`src/rtl/tug_pkg.sv`:
```
// Shared definitions for the tug-of-war match controller: state encoding,
// parameter defaults and the tick counter width.
package tug_pkg;

    localparam int WAIT_TICKS_DEF    = 2;
    localparam int GLOAT_TICKS_DEF   = 2;
    localparam int ROUNDS_TO_WIN_DEF = 3;
    localparam int SCORE_W_DEF       = 4;

    // Tick targets are limited to 1..15, so four bits always suffice.
    localparam int TICK_W = 4;

    localparam logic [2:0] ST_RESET     = 3'd0;
    localparam logic [2:0] ST_WAIT      = 3'd1;
    localparam logic [2:0] ST_DARK      = 3'd2;
    localparam logic [2:0] ST_PLAY      = 3'd3;
    localparam logic [2:0] ST_GLOAT     = 3'd4;
    localparam logic [2:0] ST_MATCH_END = 3'd5;

    typedef enum logic [2:0] {
        S_RESET     = ST_RESET,
        S_WAIT      = ST_WAIT,
        S_DARK      = ST_DARK,
        S_PLAY      = ST_PLAY,
        S_GLOAT     = ST_GLOAT,
        S_MATCH_END = ST_MATCH_END
    } state_e;

endpackage

```
`src/rtl/tug_tick_cnt.sv`:
```
// Slow-tick pulse counter: counts enabled pulses and flags the TARGET-th one.
// done is combinational so the owner can act on the same edge that samples
// the final pulse; clr wins over en so a state change always restarts at 0.
module tug_tick_cnt
    import tug_pkg::*;
#(
    parameter int TARGET = 2,
    parameter int CNT_W  = TICK_W
) (
    input  logic clk,
    input  logic rst,
    input  logic clr,
    input  logic en,
    output logic done
);

    localparam logic [CNT_W-1:0] LAST = CNT_W'(TARGET - 1);

    logic [CNT_W-1:0] cnt_q;
    logic [CNT_W-1:0] cnt_d;

    // Next count: clear on request, otherwise advance on each enabled pulse.
    always_comb begin
        cnt_d = cnt_q;
        if (clr) begin
            cnt_d = {CNT_W{1'b0}};
        end else if (en) begin
            cnt_d = cnt_q + CNT_W'(1);
        end else begin
            cnt_d = cnt_q;
        end
    end

    // Count register with synchronous reset.
    always_ff @(posedge clk) begin
        if (rst) begin
            cnt_q <= {CNT_W{1'b0}};
        end else begin
            cnt_q <= cnt_d;
        end
    end

    assign done = en && (cnt_q == LAST);

endmodule

```
`src/rtl/tug_match_ctrl.sv`:
```
// Tug-of-war match controller: sequences WAIT/DARK/PLAY/GLOAT rounds, keeps
// per-side saturating scores and declares the match winner.
module tug_match_ctrl
    import tug_pkg::*;
#(
    parameter int WAIT_TICKS    = WAIT_TICKS_DEF,
    parameter int GLOAT_TICKS   = GLOAT_TICKS_DEF,
    parameter int ROUNDS_TO_WIN = ROUNDS_TO_WIN_DEF,
    parameter int SCORE_W       = SCORE_W_DEF
) (
    input  logic               clk,
    input  logic               rst,
    input  logic               slowen,
    input  logic               rout,
    input  logic               winrnd,
    input  logic               win_side,
    input  logic               new_match,
    output logic               clear,
    output logic               leds_on,
    output logic [1:0]         led_control,
    output logic [SCORE_W-1:0] score_l,
    output logic [SCORE_W-1:0] score_r,
    output logic               match_over,
    output logic               match_winner
);

    localparam logic [SCORE_W-1:0] WIN_SCORE = SCORE_W'(ROUNDS_TO_WIN);

    state_e             state_q, state_d;
    logic [SCORE_W-1:0] score_l_q, score_l_d;
    logic [SCORE_W-1:0] score_r_q, score_r_d;
    logic               winner_q, winner_d;
    logic               wait_done_s, gloat_done_s;
    logic               state_chg_s;

    // Any state change is a state entry, so both counters restart from 0.
    assign state_chg_s = (state_d != state_q);

    tug_tick_cnt #(.TARGET(WAIT_TICKS), .CNT_W(TICK_W)) u_wait_cnt (
        .clk  (clk),
        .rst  (rst),
        .clr  (state_chg_s),
        .en   (slowen && (state_q == S_WAIT)),
        .done (wait_done_s)
    );

    tug_tick_cnt #(.TARGET(GLOAT_TICKS), .CNT_W(TICK_W)) u_gloat_cnt (
        .clk  (clk),
        .rst  (rst),
        .clr  (state_chg_s),
        .en   (slowen && (state_q == S_GLOAT)),
        .done (gloat_done_s)
    );

    // Next-state, score and winner logic; round wins beat the random expiry.
    always_comb begin
        state_d   = state_q;
        score_l_d = score_l_q;
        score_r_d = score_r_q;
        winner_d  = winner_q;
        case (state_q)
            S_RESET: begin
                state_d = S_WAIT;
            end
            S_WAIT: begin
                if (wait_done_s) begin
                    state_d = S_DARK;
                end else begin
                    state_d = S_WAIT;
                end
            end
            S_DARK, S_PLAY: begin
                if (winrnd) begin
                    state_d = S_GLOAT;
                    if (win_side) begin
                        if (score_r_q < WIN_SCORE) begin
                            score_r_d = score_r_q + SCORE_W'(1);
                        end else begin
                            score_r_d = score_r_q;
                        end
                    end else begin
                        if (score_l_q < WIN_SCORE) begin
                            score_l_d = score_l_q + SCORE_W'(1);
                        end else begin
                            score_l_d = score_l_q;
                        end
                    end
                end else if ((state_q == S_DARK) && slowen && rout) begin
                    state_d = S_PLAY;
                end else begin
                    state_d = state_q;
                end
            end
            S_GLOAT: begin
                if (gloat_done_s) begin
                    if ((score_l_q == WIN_SCORE) || (score_r_q == WIN_SCORE)) begin
                        state_d  = S_MATCH_END;
                        winner_d = (score_r_q == WIN_SCORE);
                    end else begin
                        state_d = S_DARK;
                    end
                end else begin
                    state_d = S_GLOAT;
                end
            end
            S_MATCH_END: begin
                if (new_match) begin
                    state_d   = S_WAIT;
                    score_l_d = {SCORE_W{1'b0}};
                    score_r_d = {SCORE_W{1'b0}};
                    winner_d  = 1'b0;
                end else begin
                    state_d = S_MATCH_END;
                end
            end
            default: begin
                state_d = S_RESET;
            end
        endcase
    end

    // State, score and winner registers with synchronous reset.
    always_ff @(posedge clk) begin
        if (rst) begin
            state_q   <= S_RESET;
            score_l_q <= {SCORE_W{1'b0}};
            score_r_q <= {SCORE_W{1'b0}};
            winner_q  <= 1'b0;
        end else begin
            state_q   <= state_d;
            score_l_q <= score_l_d;
            score_r_q <= score_r_d;
            winner_q  <= winner_d;
        end
    end

    // Moore decode of the state register for the playfield controls.
    always_comb begin
        led_control = 2'b10;
        leds_on     = 1'b1;
        clear       = 1'b1;
        match_over  = 1'b0;
        case (state_q)
            S_RESET, S_WAIT: begin
                led_control = 2'b11;
            end
            S_DARK: begin
                led_control = 2'b00;
                leds_on     = 1'b0;
                clear       = 1'b0;
            end
            S_PLAY: begin
                clear = 1'b0;
            end
            S_MATCH_END: begin
                match_over = 1'b1;
            end
            default: begin
                led_control = 2'b10;
            end
        endcase
    end

    assign score_l      = score_l_q;
    assign score_r      = score_r_q;
    assign match_winner = winner_q;

endmodule

```
`config.mk`:
```
export PLATFORM = sky130hd
export DESIGN_NAME = tug_match_ctrl
export DESIGN_NICKNAME = d
export VERILOG_FILES = /design/src/rtl/tug_pkg.sv /design/src/rtl/tug_tick_cnt.sv /design/src/rtl/tug_match_ctrl.sv
export SDC_FILE = /design/constraint.sdc
export NUM_CORES = 1
export LEC_CHECK = 0
export CORE_UTILIZATION = 23
export CTS_BUF_LIST = sky130_fd_sc_hd__clkbuf_2
export CTS_CLUSTER_DIAMETER = 120
export CTS_CLUSTER_SIZE = 16
export DETAILED_ROUTE_END_ITERATION = 6
export SLEW_MARGIN = 40
export SYNTH_ARGS = -nofsm -noshare
export SYNTH_HDL_FRONTEND = slang
export SYNTH_HIERARCHICAL = 1
export SYNTH_SLANG_ARGS = --single-unit
export TNS_END_PERCENT = 30
```
`constraint.sdc`:
```
create_clock -name clk -period 3.1 [get_ports clk]
set_clock_uncertainty 0.2 [all_clocks]
set_input_delay 0.775 -clock clk [delete_from_list [all_inputs] [get_ports clk]]
set_output_delay 0.775 -clock clk [all_outputs]
set_load 0.02 [all_outputs]
```
==> results.md <==
- Initial antenna violation count: 0
- Total Neg Setup Slack: 0 ps
- CTS buffer count: 3
- Pleak: 0.553 nW
- Max Buffers Root-to-Sink: 2
- Antenna Cells: 0
- Postcts setup bufs: 0
- Post-synth top area share: 36.2%
- Slew margin rel.: 63.0%
- Row cnt: 24
- Top-count cell post-synth: dfxtp_1
- Post-synth top area cell: dfxtp_1
- Final Setup Violations: 0
- Minimum clock period: 2950 ps
- Worst path slowest cell: clkdlybuf4s50_1
- Yosys Warn Count: 6
- ANT nets after route: 0
- Largest net degree at the start of global routing: 16
- Crit path DAT: 2990 ps
- PortBufs: 20
- Remaining DRCs: 0
- Drt initial violations: 73
- Hold buffer count at cts: 0
- Ratio of cells with drive above 1 in the final layout: 17.5%
- Largest cells by area after synthesis: dfxtp_1 36%, ha_1 6.8%, nand3b_1 3.4%, nor2_1 3.4%, nand2b_1 2.8%
- H-tree depth: 1
- Flops & latches, synth: 20
- Final Total Pwr: 0.000503 W
- Max IR drop VDD: 0.000188 V
- Synth cell count leaders: 20 x dfxtp_1, 10 x nor2_1, 6 x ha_1, 5 x nand2b_1, 5 x nand3b_1
- Drt total wl: 2520 um
- RSZ-0062 raised after global routing: no
- Sink Count: 20
- Mean routed wirelength per cell: 12.9 um
- Global route overflow: 0
- Post-Syn Nets: 127
- Startpoint Class: primary input
- Max-cap violation count: 0
- Setup crit end kind: flop
- Critical path type: in -> reg
- Via Count: 980
- Netlist cell types: 44
- Initial Util: 24.6%
- Total core area: 0.00450 sq mm
- Post-DP HPWL: 1960 um
- Status: complete, no violations
- Slew @ Worst Pin: 553 ps
- Post-synthesis sequential area ratio: 36.2%
- IO Count: 21
- Post-CTS resize count: 0
- DIE HEIGHT: 71.4 um
- Clk root buf: clkbuf_2
- Syn Inst Count: 114
- Placed cell count: 191
- Setup ws final: 150 ps
- Clock-pin slew on the worst setup and hold paths: 220 ps
- Die area: 0.00510 sq mm
- Total GRT Usage: 10.7%
- GPL Wtd Cong: 0.808
- Max Freq: 0.339 GHz
- Fin. Hold Viols: 0
- Cell Chain, Critical Path: clkdlybuf4s50_1 -> and3_1 -> nor4bb_1 -> and4bb_1 -> a21bo_1 -> o311a_2 -> o221ai_4 -> nor3b_1 -> mux2_1
- Finished Layout Cells: 195
- Clk Latency, worst-skew pair: 340 ps
- Mapped Avg Cell Area: 9.71 sq um
- First-pass GRT wire length: 4450 um
- Largest delay contributor family on the critical path: simple AND/OR/NAND/NOR gates
- CP Buf/Inv Count: 1
- DRT Pass-1 Iters: 4
- CP Max Fanout: 6
- Vias in the first global route: 950
- Fin crit share: 95.2%
- Final net count: 157
- Die width: 71.4 um
- CP required: 3140 ps
- Area Growth Syn to Fin: 34.5%
- Via-to-Cell Ratio: 5.03
- TritonCTS clock tree: yes
- Setup Slack @ Placement: -267 ps
- CP peak stage delay: 490 ps
- Max-slew violation count: 0
- Synth Cell Area: 0.00111 sq mm
- Ys flop type: dfxtp_1
- Asr flop ratio synth: 0%
- Pwr Density: 338 mW/mm^2
- Number of flops mapped to enable cells by yosys: 0
- Worst hold path class: reg -> reg
## stage by stage
stage               hold WS, ps  utilization, %  area, sq um
detailed placement          281            31.5         1420
finish                      308            33.1         1490
global placement            280            31.5         1420
floorplan                   284               -         1110
CTS                         307            32.5         1460
global route                342            33.1         1490
## power by group
part	internal, W	switching (W)
sequential	0.000260	0.00000401
combinational	0.0000207	0.0000179
clock	0.000111	0.0000895
total	0.000392	0.000111
## final cells by class
type                            count  area [sq um]
Fill cell                         483          3020
Clock buffer                        3          15.0
Clock inverter                      1          30.0
Sequential cell                    20           400
Inverter                            3          11.3
Timing Repair Buffer               29           268
Tap cell                           52          65.1
Multi-Input combinational cell     87           699
## worst register-to-register path, cell delays in order (launching register included)
cell and delay (ps):
dfxtp_1 470, nor2b_1 250, and3_1 210, nor4bb_1 280, and4bb_1 270, a21bo_1 220, o311a_2 140, o221ai_4 240
nor3b_1 90, mux2_1 310
## per-layer routing
metal	wire, um	GRT usage (%)
met5	0	0
met4	42	3.33
met3	101	2.53
met2	1280	17.6
met1	1100	13.9
## final timing paths
kind | cells past startpoint | start | slack [ps] | endpoint
worst max-delay path | 9 | slowen | 150 | u_wait_cnt/cnt_q[3]
worst min-delay path | 2 | match_winner | 310 | match_winner
worst max register to register | 9 | state_q[1] | 340 | u_wait_cnt/cnt_q[3]
worst min register to register | 2 | match_winner | 310 | match_winner
## cell usage in the layout (no fill, tap or decap), types with 2 or more instances in the layout
cell | Yosys | routed
clkdlybuf4s50_1 | 0 | 20
dfxtp_1 | 20 | 20
nor2_1 | 10 | 10
buf_4 | 1 | 9
ha_1 | 6 | 6
nand2b_1 | 5 | 5
nand3b_1 | 5 | 5
nand3_1 | 4 | 4
a21oi_1 | 4 | 4
nor3_1 | 4 | 4
inv_1 | 3 | 3
mux2i_1 | 3 | 3
clkbuf_2 | 1 | 3
and2_1 | 2 | 2
or3b_4 | 2 | 2
and3_1 | 2 | 2
o22ai_2 | 2 | 2
o21a_1 | 2 | 2
nand2_1 | 2 | 2
xor2_1 | 2 | 2
a2111oi_0 | 2 | 2
xnor2_1 | 2 | 2
nor3b_1 | 2 | 2
nand4_1 | 2 | 2
mux2_1 | 2 | 2
a21bo_2 | 2 | 2
a211oi_1 | 2 | 2
## state kept, by name (all words and copies together) (netlist names)
| signal | count |
|---|---|
| match_winner | 1 |
| score_l | 4 |
| score_r | 4 |
| state_q | 3 |
| u_gloat_cnt/cnt_q | 4 |
| u_wait_cnt/cnt_q | 4 |
## cell families after synthesis
group | Yosys count | synth area share (%)
flip-flops | 20 | 36.2
XOR/XNOR | 4 | 3.16
AO/OA/AOI/OAI | 22 | 17.3
buffers and inverters | 7 | 3.05
adder cells (fa/ha/maj) | 6 | 6.78
AND/OR/NAND/NOR | 50 | 28.8
multiplexers | 5 | 4.75
Note: power is estimated with default switching activity, not from simulation.
